$ cat src/rtl/lcg_stim_pkg.sv
// Shared constants, FSM state type and sizing helpers for the LCG stimulus generator.
package lcg_stim_pkg;

  localparam logic [31:0] LCG_MUL = 32'h41C64E6D;
  localparam logic [31:0] LCG_INC = 32'h3039;

  typedef enum logic [1:0] {
    IDLE,
    FILL,
    PRESENT,
    DONE
  } state_e;

  function automatic int nwords(input int out_w);
    return (out_w + 31) / 32;
  endfunction

  // Index width never collapses to zero bits, even for a single-word vector.
  function automatic int idx_width(input int nw);
    return (nw > 1) ? $clog2(nw) : 1;
  endfunction

endpackage

$ cat src/rtl/lcg_stim_gen_if.sv
// Stimulus vector channel: valid/ready handshake carrying one OUT_W-bit vector per transfer.
interface lcg_stim_gen_if #(
  parameter int OUT_W = 261
);

  logic [OUT_W-1:0] stim_data;
  logic             stim_vld;
  logic             stim_rdy;

  modport master (
    output stim_data,
    output stim_vld,
    input  stim_rdy
  );

  modport slave (
    input  stim_data,
    input  stim_vld,
    output stim_rdy
  );

endinterface

$ cat src/rtl/lcg_step.sv
// One combinational LCG step: y = x*LCG_MUL + LCG_INC, wrapping mod 2^32.
module lcg_step
  import lcg_stim_pkg::*;
(
  input  logic [31:0] x,
  output logic [31:0] y
);

  assign y = x * LCG_MUL + LCG_INC;

endmodule

$ cat src/rtl/lcg_stim_gen.sv
// LCG stimulus source: NW+1 cycles start/accept -> valid (2 with LCG_STIM_PARALLEL_EN).
// Holds vector and LCG state indefinitely while stim_rdy is low.
module lcg_stim_gen
  import lcg_stim_pkg::*;
#(
  parameter int          OUT_W    = 261,
  parameter int          CNT_W    = 16,
  parameter logic [31:0] SEED_RST = 32'd2272528809
) (
  input  logic                 clk,
  input  logic                 rst,
  input  logic                 start,
  input  logic [31:0]          seed_in,
  input  logic [CNT_W-1:0]     num_vecs,
  lcg_stim_gen_if.master       stim,
  output logic                 busy,
  output logic                 done,
  output logic [CNT_W-1:0]     vec_cnt,
  output logic [31:0]          lcg_state
);

  localparam int NW = nwords(OUT_W);

  state_e             state_q, state_d;
  logic [31:0]        lcg_q, lcg_d;
  logic [OUT_W-1:0]   data_q, data_d;
  logic [CNT_W-1:0]   cnt_q, cnt_d;
  logic [CNT_W-1:0]   num_q, num_d;

  logic [OUT_W-1:0]   fill_data;
  logic [31:0]        fill_lcg;
  logic               fill_last;

`ifdef LCG_STIM_PARALLEL_EN
  // Whole vector in one FILL cycle through a chain of NW steppers.
  logic [31:0] chain [NW+1];

  assign chain[0] = lcg_q;

  for (genvar k = 0; k < NW; k++) begin : g_chain
    lcg_step u_step (
      .x (chain[k]),
      .y (chain[k+1])
    );
  end

  always_comb begin
    fill_data = '0;
    for (int k = 0; k < NW; k++) begin
      fill_data = fill_data | (OUT_W'(chain[k+1]) << (32 * k));
    end
  end

  assign fill_lcg  = chain[NW];
  assign fill_last = 1'b1;
`else
  localparam int IDX_W = idx_width(NW);

  logic [IDX_W-1:0] idx_q, idx_d;
  logic [31:0]      step_y;

  lcg_step u_step (
    .x (lcg_q),
    .y (step_y)
  );

  // Shifting a zero-extended word truncates the final partial word for free.
  assign fill_data = (data_q & ~(OUT_W'(32'hFFFF_FFFF) << {idx_q, 5'd0}))
                   | (OUT_W'(step_y) << {idx_q, 5'd0});
  assign fill_lcg  = step_y;
  assign fill_last = (idx_q == IDX_W'(NW - 1));

  always_ff @(posedge clk or posedge rst) begin
    if (rst) begin
      idx_q <= '0;
    end else begin
      idx_q <= idx_d;
    end
  end
`endif

  always_comb begin
    state_d = state_q;
    lcg_d   = lcg_q;
    data_d  = data_q;
    cnt_d   = cnt_q;
    num_d   = num_q;
`ifndef LCG_STIM_PARALLEL_EN
    idx_d   = idx_q;
`endif
    case (state_q)
      IDLE, DONE: begin
        if (start) begin
          lcg_d   = seed_in;
          cnt_d   = '0;
          num_d   = num_vecs;
          state_d = (num_vecs == '0) ? DONE : FILL;
`ifndef LCG_STIM_PARALLEL_EN
          idx_d   = '0;
`endif
        end
      end
      FILL: begin
        lcg_d  = fill_lcg;
        data_d = fill_data;
`ifndef LCG_STIM_PARALLEL_EN
        idx_d  = fill_last ? '0 : idx_q + 1'b1;
`endif
        if (fill_last) begin
          state_d = PRESENT;
        end
      end
      PRESENT: begin
        if (stim.stim_rdy) begin
          if (cnt_q != num_q) begin
            cnt_d = cnt_q + CNT_W'(1);
          end
          state_d = (cnt_q + CNT_W'(1) == num_q) ? DONE : FILL;
        end
      end
      default: state_d = IDLE;
    endcase
  end

  always_ff @(posedge clk or posedge rst) begin
    if (rst) begin
      state_q <= IDLE;
      lcg_q   <= SEED_RST;
      data_q  <= '0;
      cnt_q   <= '0;
      num_q   <= '0;
    end else begin
      state_q <= state_d;
      lcg_q   <= lcg_d;
      data_q  <= data_d;
      cnt_q   <= cnt_d;
      num_q   <= num_d;
    end
  end

  assign stim.stim_vld  = (state_q == PRESENT);
  assign stim.stim_data = data_q;
  assign busy           = (state_q == FILL) || (state_q == PRESENT);
  assign done           = (state_q == DONE);
  assign vec_cnt        = cnt_q;
  assign lcg_state      = lcg_q;

endmodule
$ cat src/flat_wrapper.sv
// flat-port wrapper written by rule: the top's interface ports become plain ports
module lcg_stim_gen_flat import lcg_stim_pkg::*;
#(
  parameter int          OUT_W    = 261,
  parameter int          CNT_W    = 16,
  parameter logic [31:0] SEED_RST = 32'd2272528809
)
  (clk, rst, start, seed_in, num_vecs, busy, done, vec_cnt, lcg_state, stim_stim_data, stim_stim_vld, stim_stim_rdy);
  lcg_stim_gen_if #(.OUT_W(OUT_W)) stim_i ();
  input  logic clk;
  input  logic rst;
  input  logic start;
  input  logic [31:0] seed_in;
  input  logic [CNT_W-1:0] num_vecs;
  output logic busy;
  output logic done;
  output logic [CNT_W-1:0] vec_cnt;
  output logic [31:0] lcg_state;
  output wire logic [$bits(stim_i.stim_data)-1:0] stim_stim_data;
  output wire logic [$bits(stim_i.stim_vld)-1:0] stim_stim_vld;
  input wire logic [$bits(stim_i.stim_rdy)-1:0] stim_stim_rdy;
  assign stim_stim_data = stim_i.stim_data;
  assign stim_stim_vld = stim_i.stim_vld;
  assign stim_i.stim_rdy = stim_stim_rdy;
  lcg_stim_gen #(.OUT_W(OUT_W), .CNT_W(CNT_W), .SEED_RST(SEED_RST)) u_core (.clk(clk), .rst(rst), .start(start), .seed_in(seed_in), .num_vecs(num_vecs), .stim(stim_i), .busy(busy), .done(done), .vec_cnt(vec_cnt), .lcg_state(lcg_state));
endmodule
$ cat config.mk
export PLATFORM = sky130hd
export DESIGN_NAME = lcg_stim_gen_flat
export DESIGN_NICKNAME = d
export VERILOG_FILES = /design/src/rtl/lcg_stim_pkg.sv /design/src/rtl/lcg_stim_gen_if.sv /design/src/rtl/lcg_step.sv /design/src/rtl/lcg_stim_gen.sv /design/src/flat_wrapper.sv
export SDC_FILE = /design/constraint.sdc
export NUM_CORES = 1
export LEC_CHECK = 0
export CAP_MARGIN = 10
export CORE_MARGIN = 2
export CORE_UTILIZATION = 40
export DETAILED_ROUTE_END_ITERATION = 6
export GPL_TIMING_DRIVEN = 0
export PLACE_DENSITY = 0.66
export RECOVER_POWER = 50
export SETUP_SLACK_MARGIN = 0.4
export SYNTH_ARGS = -nofsm -noshare
export SYNTH_HDL_FRONTEND = slang
export SYNTH_SLANG_ARGS = --single-unit
$ cat constraint.sdc
create_clock -name clk -period 12.31 [get_ports clk]
set_input_delay 1.231 -clock clk [delete_from_list [all_inputs] [get_ports clk]]
set_output_delay 1.231 -clock clk [all_outputs]
set_load 0.02 [all_outputs]
=== Word level (Yosys, flattened, before mapping) ===
Cells that the tools add are included.

* $add $sub $neg: 3
* Multipliers: 1
* Equal/unequal tests: 10
* Shift operators: 2
* Muxes and demuxes: 15
* Bitwise gates (word level): 3
* Reduce and logical (&&, ||, !) cells: 10

{| class="wikitable"
|+ Operators by type and width
! kind !! number
|-
| 261-bit bitwise AND || 1
|-
| 261-bit NOT || 1
|-
| 261-bit bitwise OR || 1
|-
| 32-bit by 9-bit << shifter with 261-bit output || 1
|-
| 32-bit by 9-bit << shifter with 261-bit output, first input constant || 1
|-
| 32-bit case mux with 2 select lines || 1
|-
| 16-bit 2-to-1 mux || 3
|-
| 32-bit by 14-bit adder with 32-bit output, second input constant || 1
|-
| 32-bit by 31-bit multiplier with 32-bit output, second input constant || 1
|-
| 32-bit 2-to-1 mux || 1
|-
| 16-bit case mux with 2 select lines || 1
|-
| 16-bit by 1-bit adder with 16-bit output, second input constant || 1
|-
| 16-bit == test || 1
|-
| 16-bit zero test || 1
|-
| 16-bit != test || 1
|-
| 2-bit 2-to-1 mux || 5
|-
| 4-bit 2-to-1 mux || 2
|-
| 4-bit case mux with 2 select lines || 1
|-
| 2-bit by 1-bit != test with 1-bit output, second input constant || 3
|-
| 2-bit case mux with 3 select lines || 1
|-
| 4-bit by 1-bit adder with 4-bit output, second input constant || 1
|-
| 2-bit == test, second input constant || 2
|-
| 4-bit == test, second input constant || 1
|-
| 2-bit AND reduction || 2
|-
| other kinds (8) || 9
|}

* Bits in registers: 331
* Output and inout bits: 312

=== Logic depth before layout (Yosys ltp) ===
Gate-level depths: netlist of run 1.

* Depth in word-level cells: 5
* Depth in mapped cells: 27
* Mapped depth without buffers: 25

=== Modules after synthesis ===
Synthesis of run 1 repeated with hierarchy kept, for this count alone.

* Cells, all modules: 2048
* Area, all modules: 22505.3 um2

{| class="wikitable"
|+ By module, submodules not included
! module !! times used !! cells an instance !! area an instance (um2)
|-
| lcg_stim_gen || 1 || 1036 || 13260.2
|-
| lcg_step || 1 || 1012 || 9245.1
|}

=== Worst setup path before layout of run 1 ===
OpenSTA, ideal clock, no wires.

* Path kind: flip-flop to flip-flop
* Start: register u_core.lcg_q[0] (netlist: u_core.lcg_state[0])
* End: register u_core.lcg_q[30] (netlist: u_core.lcg_state[30])
* Setup time: 138 ps
* Arrival: 6741 ps
* Data required time: 12172 ps
* Path slack: 5431 ps
* Stages on the path, launching flop included: 25
* Clock period less this slack: 6879 ps
* Path through: dfstp_2 clkbuf_1 inv_1 ha_1 inv_1 ha_1 inv_1 fa_1 fa_1 inv_1 ha_1 inv_1 fa_1 inv_1 fa_1 fa_1 ha_1 a211oi_2 nand2_1 a311oi_2 nor2_1 a2111o_2 o41ai_4 xor2_2 o221ai_2

* Cells in the longest elaborated chain, start to end: 3

{| class="wikitable"
|+ Ends and longest elaborated chain
! element !! RTL line !! text
|-
| start, declared || lcg_stim_gen.sv:25 || <nowiki>logic [31:0] lcg_q, lcg_d;</nowiki>
|-
| start signal, assigned || lcg_stim_gen.sv:134 || <nowiki>lcg_q <= lcg_d;</nowiki>
|-
| 32-bit by 31-bit multiplier with 32-bit output || lcg_step.sv:9 || <nowiki>assign y = x * LCG_MUL + LCG_INC;</nowiki>
|-
| 32-bit by 14-bit adder with 32-bit output || lcg_step.sv:9 ||
|-
| 32-bit case mux with 2 select lines || lcg_stim_gen.sv:91 || <nowiki>case (state_q)</nowiki>
|}

No other way between the ends.
A chain may end at the register's enable or synchronous reset.

=== Worst setup path in the final report of run 1 ===
* Start: register u_core.lcg_q[0] (netlist: u_core.lcg_state[0])
* End: register u_core.data_q[156] (netlist: u_core.stim.stim_data[156])

* Cells in the longest elaborated chain, start to end: 4

{| class="wikitable"
|+ Ends and longest elaborated chain
! element !! RTL line !! text
|-
| 32-bit by 31-bit multiplier with 32-bit output || lcg_step.sv:9 ||
|-
| 32-bit by 14-bit adder with 32-bit output || lcg_step.sv:9 ||
|-
| 32-bit by 9-bit << shifter with 261-bit output || lcg_stim_gen.sv:69 || <nowiki>| (OUT_W'(step_y) << {idx_q, 5'd0});</nowiki>
|-
| 261-bit bitwise OR || lcg_stim_gen.sv:69 ||
|-
| end signal, assigned || lcg_stim_gen.sv:135 || <nowiki>data_q <= data_d;</nowiki>
|-
| end, declared || lcg_stim_gen.sv:26 || <nowiki>logic [OUT_W-1:0] data_q, data_d;</nowiki>
|}

No other way between the ends.

==> results of run 1 <==
synthesized netlist by cell type (7+ instances only):
cell type / count
a22o_1: 154
nand4_1: 8
nand2_1: 174
dfrtp_1: 317
a21oi_1: 44
and3_1: 7
nor3_1: 13
a32o_1: 10
ha_1: 217
xor2_1: 30
inv_1: 402
xnor2_1: 58
dfstp_2: 14
clkbuf_1: 69
mux2_2: 16
o21ai_1: 8
a21o_1: 15
o21ai_0: 148
nand3b_1: 8
fa_1: 188
nand3_1: 26
mux2i_1: 19
nor2_1: 55
state kept, by name, summed over array words and instances, names as in the netlist:
register and cells:
u_core.stim.stim_data 261, u_core.lcg_state 32, u_core.num_q 16, u_core.vec_cnt 16, u_core.idx_q 4, u_core.state_q 2
critical path, cell delays in order (launching register included):
cell and delay, ns:
dfstp_2 0.80, clkbuf_1 0.49, inv_1 0.26, ha_1 0.57
inv_1 0.36, ha_1 0.22, inv_1 0.05, fa_1 0.40
fa_1 0.52, inv_1 0.04, ha_1 0.26, inv_1 0.05
fa_1 0.53, inv_1 0.05, fa_1 0.50, fa_1 0.43
ha_1 0.38, a211oi_2 0.27, nand2_1 0.13, a311oi_2 0.36
nor2_1 0.13, a2111o_2 0.53, a221oi_2 0.29, xor2_1 0.93
o21ai_0 0.27
area by class of cell:
| cell class | count | area, um2 | share of cell area |
|---|---|---|---|
| plain buffers | 75 | 283 | 0.0100 |
| clock buffers | 43 | 956 | 0.0339 |
| clock inverters | 17 | 201 | 0.00715 |
| inverters | 404 | 1520 | 0.0539 |
| multi-input cells | 1296 | 12200 | 0.434 |
| flip-flops and latches | 331 | 8300 | 0.295 |
| well taps | 748 | 936 | 0.0332 |
| repair buffers | 373 | 3740 | 0.133 |
routing by layer:
metal,routed length (um),GRT usage,up-vias,share of wire
met1,30400,0.336,8880,0.41
met3,5130,0.0487,150,0.070
met2,35100,0.422,670,0.48
li1,-,-,7781,-
met4,2910,0.0917,6,0.040
met5,37,0,-,0.00050
logic make-up after synthesis:
group / share of synthesized area
simple gates: 0.0671
flops: 0.372
compound gates: 0.137
xor+xnor: 0.0360
buf+inv: 0.0807
mux: 0.0166
fa+ha+maj: 0.290
path summary, 6_finish.rpt:
path / slack (ns) / from / cells after the start / to
worst max-delay path: 3.30 / u_core.lcg_state[0] / 24 / u_core.stim.stim_data[156]
min in group asynchronous: 2.59 / rst / 2 / u_core.stim.stim_data[167]
max in group asynchronous: 3.59 / rst / 3 / u_core.num_q[9]
worst max register to register: 3.30 / u_core.lcg_state[0] / 24 / u_core.stim.stim_data[156]
worst min register to register: 0.47 / u_core.stim.stim_data[14] / 2 / u_core.stim.stim_data[14]
worst min-delay path: 0.47 / u_core.stim.stim_data[14] / 2 / u_core.stim.stim_data[14]
metrics by stage:
step	hold slack (ns)	instances
2_1_floorplan	0.500	2106
3_3_place_gp	0.464	3217
3_5_place_dp	0.471	3226
4_1_cts	0.484	3286
5_1_grt	0.496	3287
6_report	0.473	3287
==> impl_metrics.toml, run 1 <==
[timing]
setup_viol = 0
setup_ws_ns = 3.30
drv_slew = 200
fmax_ghz = 0.111
finalClockSkew_ns = 0.0280
tightest_slew_ns = 4.94
rsz0062_at_grt = "no"
fin_crit_ns = 9.01
period_share = 0.732
finalHoldViolations = 0
tns_ns = 0
slew_headroom = -2.29

[clock_tree]
cts_root_buf = "clkbuf_16"
cts_tree = "yes"
hold_buffers = 0
clk_pin_slew_ns = 0.07
cts_setup_buffers = 0
cts.path.max_buffers = 3
cts_inserted_buffers = 35
postCtsResizedCells = 0
insertion_delay_ns = 0.54
clkSinkCount = 331
cts.htree.levels = 2

[floorplan]
dieArea_um2 = 57700
initial_core_util = 0.405
placementRows = 86
num_io_pins = 364
die_h_um = 240
core_area_um2 = 55100
dieWidth_um = 240

[logic_synthesis]
synth-warning-count = 0
yosysSeqAreaShare = 0.372
synth_area_leader_cell = "dfrtp_1"
synth.cell_area_um2 = 22300
syn_nets = 2563
synth-edff-count = 0
synth_seq_cells = 331
synth.distinct_cells = 67
synth_area_leaders = "dfrtp_1 36%, fa_1 17%, ha_1 12%"
synthArstFlopShare = 1.00
avgSynthCellArea_um2 = 10.6
synthCells = 2106
synth_ff_type = "dfrtp_1"
synth_top_area_frac = 0.356

[place]
port_buffers = 363
hpwl_um = 59100
dpl_cell_area_um2 = 27000
place.gp.congestion = 0.939
dp_slack_ns = 3.18

[routing]
wl_per_cell_um = 22.4
antenna_left = 0
drc = 0
routed_wirelength_um = 73600
drt_iter0_drc = 1114
via_per_inst = 5.32
vias = 17500
dr.pass1.iters = 5

[run_status]
violations = "max-capacitance violations, max-slew violations"
status = "finished, violations left"

[grt]
track_usage = 0.256
grt_pass1_vias = 18100
gr-total-overflow = 0
grt_start_max_net_pins = 135
grt_first_pass_wirelength_um = 111000
grt_antenna_before_repair = 3

[layout]
fin_nets = 2973
final_area_um2 = 28200
drive_above_1_share = 0.0465
mostFrequentLayoutCell = "inv_1"
postLayoutCoreUtil = 0.512
final_cell_mix = "401 x inv_1, 317 x dfrtp_1, 240 x clkdlybuf4s50_1"
fill_cells = 4970
diodes = 0
area_growth_pct = 26.4

[worst_setup_path]
required_ns = 12.66
path_class = "reg2reg"
crit_fanout = 11
setup.worst_path.start_class = "flip-flop"
worstSetupEndpointType = "flip-flop"
worstPathArrival_ns = 9.36

[run]
cap_violations = 2

[min_path]
hold_path_class = "reg2reg"
Power of run 1 is left out: the tool's default activity adds up to more than one toggle a clock period on the data nets, which glitch-free logic cannot reach.
==> run 2: changes to the inputs <==
PLACE_DENSITY = 0.68   (was 0.66)
clock period = 7.9 ns   (was 12.31 ns; I/O delays follow)
==> run 2 against run 1 <==
Compared with the run above:
- the run still ends with max-capacitance violations, max-slew violations left
- non-clock buffer count up 24
- register-to-register slack worse by 2.7 ns
- via count about the same
- global-route usage down 0.090 points
- cell area up 0.92%
- clock skew up 0.0095 ns
- count of clock-buffer cells in the layout up 4
- first-iteration DRC count up 5.0%
- critical path depth down 2
- critical path type unchanged
- largest cell class unchanged
==> impl_metrics.toml, run 2 (synthesized netlist as in run 1, its figures left out) <==
[worst_setup_path]
crit_top_cell = "fa_1"
crit_fanout = 9
critPathMaxStageDelay_ns = 0.72
required_ns = 8.35
setup.worst_path.start_class = "flip-flop"
cp_top_family = "adder cells"
path_class = "reg2reg"
r2r_cells = 22
crit_chain = "ha_1 > xor2_1 > ha_1 > a21o_1 > fa_1 > fa_1 > ha_1 > inv_1 > fa_1 > inv_1 > fa_1 > fa_1 > ha_2 > a211oi_2 > nand2_1 > a311oi_4 > nor2_1 > a2111o_2 > o41ai_4 > xor2_4 > buf_12 > o221ai_2"
crit_cells = 22
worst_path_max_delay_cell = "dfstp_4"
worstPathArrival_ns = 7.74
worstSetupEndpointType = "flip-flop"
crit_start = "u_core.lcg_state[8]"
path_buf_inv = 3
timing.rr.start = "u_core.lcg_state[8]"

[place]
hpwl_um = 59100
place.gp.congestion = 0.885
dpl_cell_area_um2 = 27100
port_buffers = 363
dp_slack_ns = -1.50

[clock_tree]
clkSinkCount = 331
cts.htree.levels = 1
cts_inserted_buffers = 31
clk_pin_slew_ns = 0.06
cts_root_buf = "clkbuf_16"
cts.path.max_buffers = 3
hold_buffers = 0
insertion_delay_ns = 0.59
cts_tree = "yes"

[timing]
drv_slew = 234
setup_ws_ns = 0.611
fmax_ghz = 0.137
rsz0062_at_grt = "no"
finalHoldViolations = 0
tns_ns = 0
fin_crit_ns = 7.29
tightest_slew_ns = 2.33
period_share = 0.923
setup_viol = 0
slew_headroom = -0.556
finalClockSkew_ns = 0.0375

[routing]
via_per_inst = 5.29
antenna_left = 0
wl_per_cell_um = 22.3
dr.pass1.iters = 5
drt_iter0_drc = 1170
routed-wl-met3_um = 5290
top_layer_used = "met5"
met1_length_um = 31000
vias = 17500
wl_met2_um = 34100
drc = 0
routed_wirelength_um = 73700

[min_path]
min_path_cells = 2
hold_path_class = "reg2reg"
min_from = "u_core.stim.stim_data[155]"

[layout]
final_area_um2 = 28400
multiInputGateArea_um2 = 12400
fill_cells = 4912
ff_latch_area_um2 = 8320
mostFrequentLayoutCell = "inv_1"
fin_nets = 2993
area_growth_pct = 27.5
final_cell_mix = "400 x inv_1, 313 x dfrtp_1, 222 x clkdlybuf4s50_1"
largest_reg_flops = 261
drive_above_1_share = 0.0586
diodes = 0

[grt]
gr-total-overflow = 0
grt_first_pass_wirelength_um = 110000
grt_pass1_vias = 18100
grt_antenna_before_repair = 1
grt_start_max_net_pins = 46
track_usage = 0.255

[floorplan]
core_area_um2 = 55100
num_io_pins = 364
initial_core_util = 0.405
dieArea_um2 = 57700
placementRows = 86
dieWidth_um = 240
die_h_um = 240

[run_status]
status = "finished, violations left"
violations = "max-capacitance violations, max-slew violations"

[run]
cap_violations = 6
run 2: per-layer routing:
| layer | global-route usage | vias to the layer above |
|---|---|---|
| met5 | 0 | - |
| met4 | 0.0981 | 2 |
| met3 | 0.0535 | 163 |
| met2 | 0.406 | 647 |
| met1 | 0.341 | 8879 |
| li1 | - | 7813 |
run 2: area by class of cell:
type,instances,share of cell area
multi-input combinational,1296,0.437
sequential,331,0.292
timing repair buffer,397,0.139
inverter,404,0.0535
tap,748,0.0329
clock buffer,47,0.0319
buffer,75,0.0103
clock inverter,8,0.00277
run 2: worst min-delay path, delay by kind of cell, from the launching register on:
family / cells / cell delay [ns]
AO/OA/AOI/OAI: 1 / 0.06
AND/OR/NAND/NOR: 1 / 0.04
flip-flops: 1 / 0.34
run 2: repair_timing:
item	CTS	global route
endpoints found under the setup margin	163	102
resized for setup	20	21
gates cloned	0	0
pin swaps	2	4
buffers inserted	5	13
hold endpoints to repair	0	0
run 2: final timing paths:
path	to	slack [ns]
worst max-delay path	u_core.lcg_state[30]	0.61
worst min-delay path	u_core.stim.stim_data[155]	0.48
worst max register to register	u_core.lcg_state[30]	0.61
worst min register to register	u_core.stim.stim_data[155]	0.48
max in group asynchronous	u_core.vec_cnt[9]	1.42
min in group asynchronous	u_core.stim.stim_data[198]	0.89
run 2: metrics by stage:
step | util | hold WS [ns] | instances
after floorplan | - | 0.500 | 2106
after global placement | 0.488 | 0.464 | 3217
after detailed placement | 0.492 | 0.470 | 3231
after CTS | 0.514 | 0.485 | 3291
after global routing | 0.516 | 0.497 | 3306
final | 0.516 | 0.478 | 3306
Power of run 2 is left out for the same reason.
==> run 3: changes to the inputs <==
HOLD_SLACK_MARGIN = 0.08   (was default)
SETUP_SLACK_MARGIN = 0.05   (was 0.4)
==> run 3 against run 2 <==
Compared with the run above:
- the flow still finishes with violations (max-capacitance violations, max-slew violations)
- die area is the same
- critical endpoint is now u_core.stim.stim_data[92]
- first-iteration DRC count shrank 5.0%
- critical path type unchanged
- utilization shrank 0.47 points
- wire length shrank 0.24%
- maximum frequency shrank 3.7%
- non-clock buffer count shrank 13
==> impl_metrics.toml, run 3 (synthesized netlist as in run 1, its figures left out) <==
[routing]
dr.pass1.iters = 6
via_per_inst = 5.31
routed_wirelength_um = 73500
vias = 17500
wl_per_cell_um = 22.3
antenna_left = 0
drc = 0
drt_iter0_drc = 1111

[run_status]
violations = "max-capacitance violations, max-slew violations"
status = "finished, violations left"

[worst_setup_path]
path_class = "reg2reg"
crit_fanout = 10
setup.worst_path.start_class = "flip-flop"
worstPathArrival_ns = 8.01
required_ns = 8.34
timing.rr.start = "u_core.lcg_state[8]"
crit_start = "u_core.lcg_state[8]"
worstSetupEndpointType = "flip-flop"

[min_path]
hold_path_class = "reg2reg"
min_from = "u_core.stim.stim_data[155]"

[grt]
gr-total-overflow = 0
grt_start_max_net_pins = 46
grt_first_pass_wirelength_um = 110000
grt_pass1_vias = 18000
grt_antenna_before_repair = 1
track_usage = 0.254

[floorplan]
dieArea_um2 = 57700
dieWidth_um = 240
num_io_pins = 364
die_h_um = 240
core_area_um2 = 55100
initial_core_util = 0.405
placementRows = 86

[timing]
finalClockSkew_ns = 0.0379
slew_headroom = -0.583
finalHoldViolations = 0
tightest_slew_ns = 2.37
fmax_ghz = 0.132
drv_slew = 283
period_share = 0.958
setup_viol = 0
rsz0062_at_grt = "no"
fin_crit_ns = 7.57

[layout]
final_cell_mix = "400 x inv_1, 317 x dfrtp_1, 222 x clkdlybuf4s50_1"
postLayoutCoreUtil = 0.512
drive_above_1_share = 0.0475
diodes = 0
largest_reg_flops = 261
area_growth_pct = 26.4
mostFrequentLayoutCell = "inv_1"
fin_nets = 2980

[place]
place.gp.congestion = 0.885
port_buffers = 363
hpwl_um = 59100

[clock_tree]
cts.htree.levels = 1
clk_pin_slew_ns = 0.06
cts_root_buf = "clkbuf_16"
hold_buffers = 0
cts_inserted_buffers = 31
cts.path.max_buffers = 3
cts_tree = "yes"
clkSinkCount = 331
insertion_delay_ns = 0.59

[run]
cap_violations = 7
==> run 3: cell types whose count changed in the layout (fill, tap and decap cells not counted), sizes merged <==
cell / delta
buf: -13
dlymetal6s4s: -1
clkbuf: +1
==> run 3: path summary, 6_finish.rpt <==
path                                         endpoint  slack (ns)  cells after the start
hold / removal             u_core.stim.stim_data[155]        0.48                      2
min in group asynchronous  u_core.stim.stim_data[198]        0.89                      2
max in group asynchronous  u_core.stim.stim_data[118]        1.31                      5
setup reg to reg            u_core.stim.stim_data[92]        0.33                     22
hold reg to reg            u_core.stim.stim_data[155]        0.48                      2
setup / recovery            u_core.stim.stim_data[92]        0.33                     22
==> run 3: area by class of cell <==
cell class,count,area (um2)
clock buffers,47,906
fillers,4946,26900
clock inverters,8,78.8
well taps,748,936
multi-input cells,1296,12300
plain buffers,74,279
inverters,404,1520
flip-flops and latches,331,8310
repair buffers,385,3840
==> run 3: stage by stage <==
stage	cells	worst slack [ns]	hold WS (ns)	TNS, ns	cell area, um2
5_1_grt	3293	0.0835	0.497	0	28200
3_5_place_dp	3231	-1.50	0.470	-91.60	27100
6_report	3293	0.328	0.478	0	28200
4_1_cts	3287	0.0518	0.485	0	28200
2_1_floorplan	2106	1.02	0.500	0	22300
3_3_place_gp	3217	-1.31	0.464	-95.71	26900
==> run 3: layer usage <==
| layer | share of wire | global-route usage |
|---|---|---|
| met1 | 0.42 | 0.342 |
| met3 | 0.070 | 0.0510 |
| met2 | 0.47 | 0.408 |
| met4 | 0.043 | 0.0915 |
| met5 | 0.00016 | 0 |
==> run 3: timing repair <==
action                     4_1_cts  5_1_grt
pin swaps                        1        0
gates resized for setup          9        6
hold endpoints to repair         0        0
setup endpoints to repair      144       69
setup buffers                    2        4
==> run 3: worst max-delay path, cell delays in order (launching register included) <==
cell and delay [ns]:
dfstp_2 0.75, ha_1 0.43, fa_1 0.54, inv_1 0.06, fa_1 0.49, fa_1 0.49, inv_1 0.04, ha_1 0.26
inv_1 0.05, fa_1 0.53, inv_1 0.05, fa_1 0.49, fa_1 0.42, ha_1 0.37, a211oi_2 0.31, nand2_1 0.13
a311oi_2 0.43, nor2_1 0.14, a2111o_2 0.53, a221oi_2 0.42, xor2_4 0.21, buf_12 0.17, o21ai_0 0.11
Power of run 3 is left out for the same reason.
==> RTL edit 1 (settings of run 1) <==
`OUT_W` is set to 261 in 3 places; all go to 130.
--- a/src/rtl/lcg_stim_gen_if.sv
+++ b/src/rtl/lcg_stim_gen_if.sv
@@ -2,3 +2,3 @@
 interface lcg_stim_gen_if #(
-  parameter int OUT_W = 261
+  parameter int OUT_W = 130
 );
--- a/src/rtl/lcg_stim_gen.sv
+++ b/src/rtl/lcg_stim_gen.sv
@@ -5,3 +5,3 @@
 #(
-  parameter int          OUT_W    = 261,
+  parameter int          OUT_W    = 130,
   parameter int          CNT_W    = 16,
--- a/src/flat_wrapper.sv
+++ b/src/flat_wrapper.sv
@@ -3,3 +3,3 @@
 #(
-  parameter int          OUT_W    = 261,
+  parameter int          OUT_W    = 130,
   parameter int          CNT_W    = 16,
Ports: changed (resized stim_stim_data); port bits go from 364 to 233. No check against the original RTL was run, so the function may have changed too.
==> RTL edit 1 against run 1 <==
  * The run still ends with capacitance limit, slew limit left
  * Count of clock-buffer cells in the layout fell by 23
  * Wire length fell by 28%
  * Cell area fell by 25%
  * Synthesized cell count fell by 20%
  * Synthesized area fell by 21%
  * Setup slack improved by 1.0 ns
  * Sequential cell count fell by 132
  * Critical endpoint is now u_core.stim.stim_data[29]$_DFFE_PP0P_
  * Highest routed layer is now met4
Power is left out: the tool's default activity adds up to more than one toggle a clock period on the data nets, which glitch-free logic cannot reach.
==> RTL edit 1: results (changes against run 1) <==
| Metric | Value |
|---|---|
| Tot GR Track Use | `24.4% (-1.2 points)` |
| Failing checks | `capacitance limit, slew limit` |
| Critical path arrival | `8.38 ns (-0.98 ns)` |
| Max FFs per register | `130 (-50%)` |
| Number of global-route vias before repair | `14.1k (-22%)` |
| Synth Area in Compound Gates | `12.1% (-1.6 points)` |
| Sequential share of the synthesized area | `28.5% (-8.7 points)` |
| CP max-delay cell | `dfstp_2` |
| Worst-path clk slew | `0.08 ns` |
| HP Start | `u_core.stim.stim_data[128]$_DFFE_PP0P_` |
| Synth Net Count | `2144 (-16%)` |
| Number of buffers added on ports | `232 (-36%)` |
| Clock Skew | `0.0223 ns (-0.00574 ns)` |
| Buffer depth of the longest clock path | `2 (-1)` |
| R2r setup slk | `4.32 ns (+1.02 ns)` |
| Synthesized area per cell | `10.4 um2 (-1.8%)` |
| Wl on met1 | `23700 um (-22%)` |
| Met2 wire len | `24600 um (-30%)` |
| Final net count | `2396 (-19%)` |
| Worst Max-Slew Pin Slew | `4.69 ns (-0.245 ns)` |
| Worst slack, placed | `4.37 ns (+1.18 ns)` |
| Worst path max stage delay | `0.89 ns (-0.04 ns)` |
| CTS Buf Count | `17 (-51%)` |
| Synth area leaders | `dfrtp_1 (26%), fa_1 (21%), ha_1 (15%), inv_1 (8.7%), a22o_1 (5.6%)` |
| Final cell count without fillers | `2537 (-23%)` |
| Post-synthesis adder-cell area fraction | `36.8% (+7.8 points)` |
| H-tree levels | `4 (+2)` |
| Number of buffers added for setup after CTS | `0 (unchanged)` |
| Clk Latency, worst-skew pair | `0.46 ns (-0.08 ns)` |
| Global-route wire length before repair | `83100 um (-25%)` |
| Distinct cell type count after synthesis | `64 (-4.5%)` |
| Placer Congestion | `0.935 (-0.44%)` |
| Placed inst area | `20600 um2 (-24%)` |
| DP HPWL | `43700 um (-26%)` |
| Outcome | `finished, violations left` |
| Met3 wire len | `3440 um (-33%)` |
| Max-Cap Viols | `1 (-1)` |
| Vias/cell | `5.14 (-3.5%)` |
| Synthesized-area fraction occupied by xor and xnor cells | `4.88% (+1.3 points)` |
| Iteration-0 DRC Markers | `999 (-10%)` |
| Max-slew violations | `105 (-48%)` |
| CP Max Fanout | `16 (+5)` |
| Layout cells sized above 1 | `4.00% (-0.65 points)` |
| Reg2Reg Depth | `23 (-4.2%)` |
| Hold-critical path depth | `2 (unchanged)` |
| Synth top cells by count | `inv_1 (408), ha_1 (216), fa_1 (188)` |
| Initial antenna violation count | `1 (-2)` |
| Hold path endpoint | `u_core.stim.stim_data[128]$_DFFE_PP0P_` |
| Top Layer Used | `met4` |
| Pin count of the biggest net entering global routing | `106 (-21%)` |
| Hold slack | `0.489 ns (+0.0165 ns)` |
| Average wire per standard cell | `20.9 um (-6.6%)` |
==> RTL edit 1: cell count changes after synthesis, moves of 6 or more <==
cell,run 1,this run
nand3_1,26,17
nand2_1,174,89
nand3b_1,8,0
dfrtp_1,317,185
inv_1,402,408
o21ai_0,148,64
clkbuf_1,69,38
a32o_1,10,0
nor2_1,55,37
a21o_1,15,22
a22o_1,154,112
==> RTL edit 1: how the worst max path moves through the flow <==
stage	from	endpoint	cells past startpoint
floorplan	rst	u_core.idx_q[0]$_DFFE_PP0P_	1
global placement	rst	u_core.vec_cnt[12]$_DFFE_PP0P_	2
detailed placement	u_core.lcg_state[0]$_DFFE_PP1P_	u_core.stim.stim_data[29]$_DFFE_PP0P_	23
CTS	u_core.lcg_state[0]$_DFFE_PP1P_	u_core.stim.stim_data[29]$_DFFE_PP0P_	23
global route	u_core.lcg_state[0]$_DFFE_PP1P_	u_core.stim.stim_data[29]$_DFFE_PP0P_	23
finish	u_core.lcg_state[0]$_DFFE_PP1P_	u_core.stim.stim_data[29]$_DFFE_PP0P_	23
==> RTL edit 1: critical path: cells and delay by family (launching register included) <==
family | cells | cell delay, ns
flops | 1 | 0.89
buf+inv | 6 | 0.87
xor+xnor | 1 | 0.51
compound gates | 7 | 1.94
fa+ha+maj | 9 | 3.68
==> RTL edit 1: final cells by class <==
type                    count  area [um2]
plain buffers              41         155
clock buffers              20         437
clock inverters            11        95.1
fillers                  4040       22000
inverters                 408        1530
multi-input cells        1040       10900
flip-flops and latches    199        5000
well taps                 585         732
repair buffers            233        2350
==> RTL edit 1: metal layers <==
layer / vias up / GRT usage (%)
met3: 66 / 5.33
met1: 6595 / 33.9
li1: 5956 / -
met5: - / 0
met4: 0 / 6.37
met2: 412 / 38.8
==> RTL edit 2 (flow settings as in run 1) <==
Made on the original files. Put one more register stage on the output `vec_cnt`, cleared by the reset. The value now appears one clock later. The other outputs are not delayed to match.
--- a/src/rtl/lcg_stim_gen.sv
+++ b/src/rtl/lcg_stim_gen.sv
@@ -144,3 +144,9 @@
   assign done           = (state_q == DONE);
-  assign vec_cnt        = cnt_q;
+  always_ff @(posedge clk or posedge rst) begin
+    if (rst) begin
+      vec_cnt <= '0;
+    end else begin
+      vec_cnt <= cnt_q;
+    end
+  end
   assign lcg_state      = lcg_q;
Function: not settled (the Yosys comparison gave no result); the edit may change what the design does.
==> RTL edit 2 against run 1 <==
  * The run still ends with capacitance limit, slew limit left
  * Clock skew is 0.0087 ns higher
  * Wire length is 6.6% higher
  * Sequential share of layout area is 0.59 points higher
  * Sequential cell count is 16 higher
  * Synthesized area is 2.4% higher
  * Cell area is 2.8% higher
  * Setup slack hardly changed
  * Via count is 0.51% higher
  * First-iteration DRC count is 0.63% higher
  * Critical endpoint is now u_core.lcg_state[26]$_DFFE_PP1P_
  * Largest cell class unchanged
  * Highest routed layer unchanged
Power is left out: the tool's default activity adds up to more than one toggle a clock period on the data nets, which glitch-free logic cannot reach.
==> RTL edit 2: results (changes against run 1) <==
| Metric | Value |
|---|---|
| Max FFs per register | `261 (unchanged)` |
| FILL cells | `5011 (+0.82%)` |
| Max-slew violations | `138 (-31%)` |
| Vias/cell | `5.37 (+0.94%)` |
| Met3 Use GR | `6.03% (+1.2 points)` |
| Post-synthesis adder-cell area fraction | `28.4% (-0.69 points)` |
| Hold-critical path depth | `0 (-2)` |
| Distinct cell type count after synthesis | `70 (+4.5%)` |
| Global-route wire length before repair | `119000 um (+7.3%)` |
| H-tree levels | `2 (unchanged)` |
| Synth area leaders | `dfrtp_1 (36%), fa_1 (16%), ha_1 (12%), a22o_1 (8.6%), inv_1 (6.7%)` |
| Clock Skew | `0.0367 ns (+0.00872 ns)` |
| Number of buffers added for setup after CTS | `0 (unchanged)` |
| Critical path arrival | `9.50 ns (+0.14 ns)` |
| Wl on met1 | `32700 um (+7.5%)` |
| Layout cells sized above 1 | `5.97% (+1.3 points)` |
| Final wirelength | `78400 um (+6.6%)` |
| Met3 wire len | `5460 um (+6.4%)` |
| Synthesized area per cell | `11.1 um2 (+4.4%)` |
| Mux contribution to synthesized area | `1.93% (+0.27 points)` |
| CP max-delay cell | `dfstp_1` |
| Pin count of the biggest net entering global routing | `124 (-8.1%)` |
| Worst Max-Slew Pin Slew | `4.06 ns (-0.878 ns)` |
| Synthesized-area fraction occupied by xor and xnor cells | `3.81% (+0.20 points)` |
| Worst slack, placed | `3.63 ns (+0.447 ns)` |
| Clk Latency, worst-skew pair | `0.58 ns (+0.04 ns)` |
| CP Max Fanout | `11 (unchanged)` |
| Synth Net Count | `2524 (-1.5%)` |
| Sequential share of the synthesized area | `38.1% (+0.86 points)` |
| Failing checks | `capacitance limit, slew limit` |
| HP Start | `u_core.cnt_q[7]$_DFFE_PP0P_` |
| Buffer depth of the longest clock path | `3 (unchanged)` |
| M2 GR Usage | `43.8% (+1.6 points)` |
| Outcome | `finished, violations left` |
| Reg2Reg Depth | `25 (+4.2%)` |
| Top Layer Used | `met5` |
| Global routing usage on met1 | `35.2% (+1.6 points)` |
| Number of global-route vias before repair | `18.7k (+3.6%)` |
| Max-Cap Viols | `2 (unchanged)` |
| Initial antenna violation count | `14 (+11)` |
| CTS Buf Count | `38 (+8.6%)` |
| Final net count | `2940 (-1.1%)` |
| Vias | `17.6k (+0.51%)` |
| Iteration-0 DRC Markers | `1121 (+0.63%)` |
| Met2 wire len | `37200 um (+6.1%)` |
| Tot GR Track Use | `26.9% (+1.4 points)` |
| DP HPWL | `62300 um (+5.3%)` |
| Placer Congestion | `0.898 (-4.4%)` |
| Worst path max stage delay | `1.06 ns (+0.13 ns)` |
[RTL edit 2: final timing paths]
| check | end | slack [ns] |
|---|---|---|
| max | u_core.lcg_state[26]$_DFFE_PP1P_ | 3.30 |
| min | u_core.vec_cnt[7]$_DFF_PP0_ | 0.39 |
| max reg2reg | u_core.lcg_state[26]$_DFFE_PP1P_ | 3.30 |
| min reg2reg | u_core.vec_cnt[7]$_DFF_PP0_ | 0.39 |
| max in group asynchronous | u_core.stim.stim_data[133]$_DFFE_PP0P_ | 5.66 |
| min in group asynchronous | u_core.stim.stim_data[41]$_DFFE_PP0P_ | 1.90 |
[RTL edit 2: layout make-up]
class	instances	area [um2]	share of cell area, %
diodes	6	15.0	0.0518
clock inverters	13	191	0.661
inverters	408	1530	5.29
clock buffers	55	1140	3.95
well taps	756	946	3.27
multi-input cells	1231	12300	42.5
repair buffers	376	3780	13.1
plain buffers	81	340	1.18
flip-flops and latches	347	8700	30.0
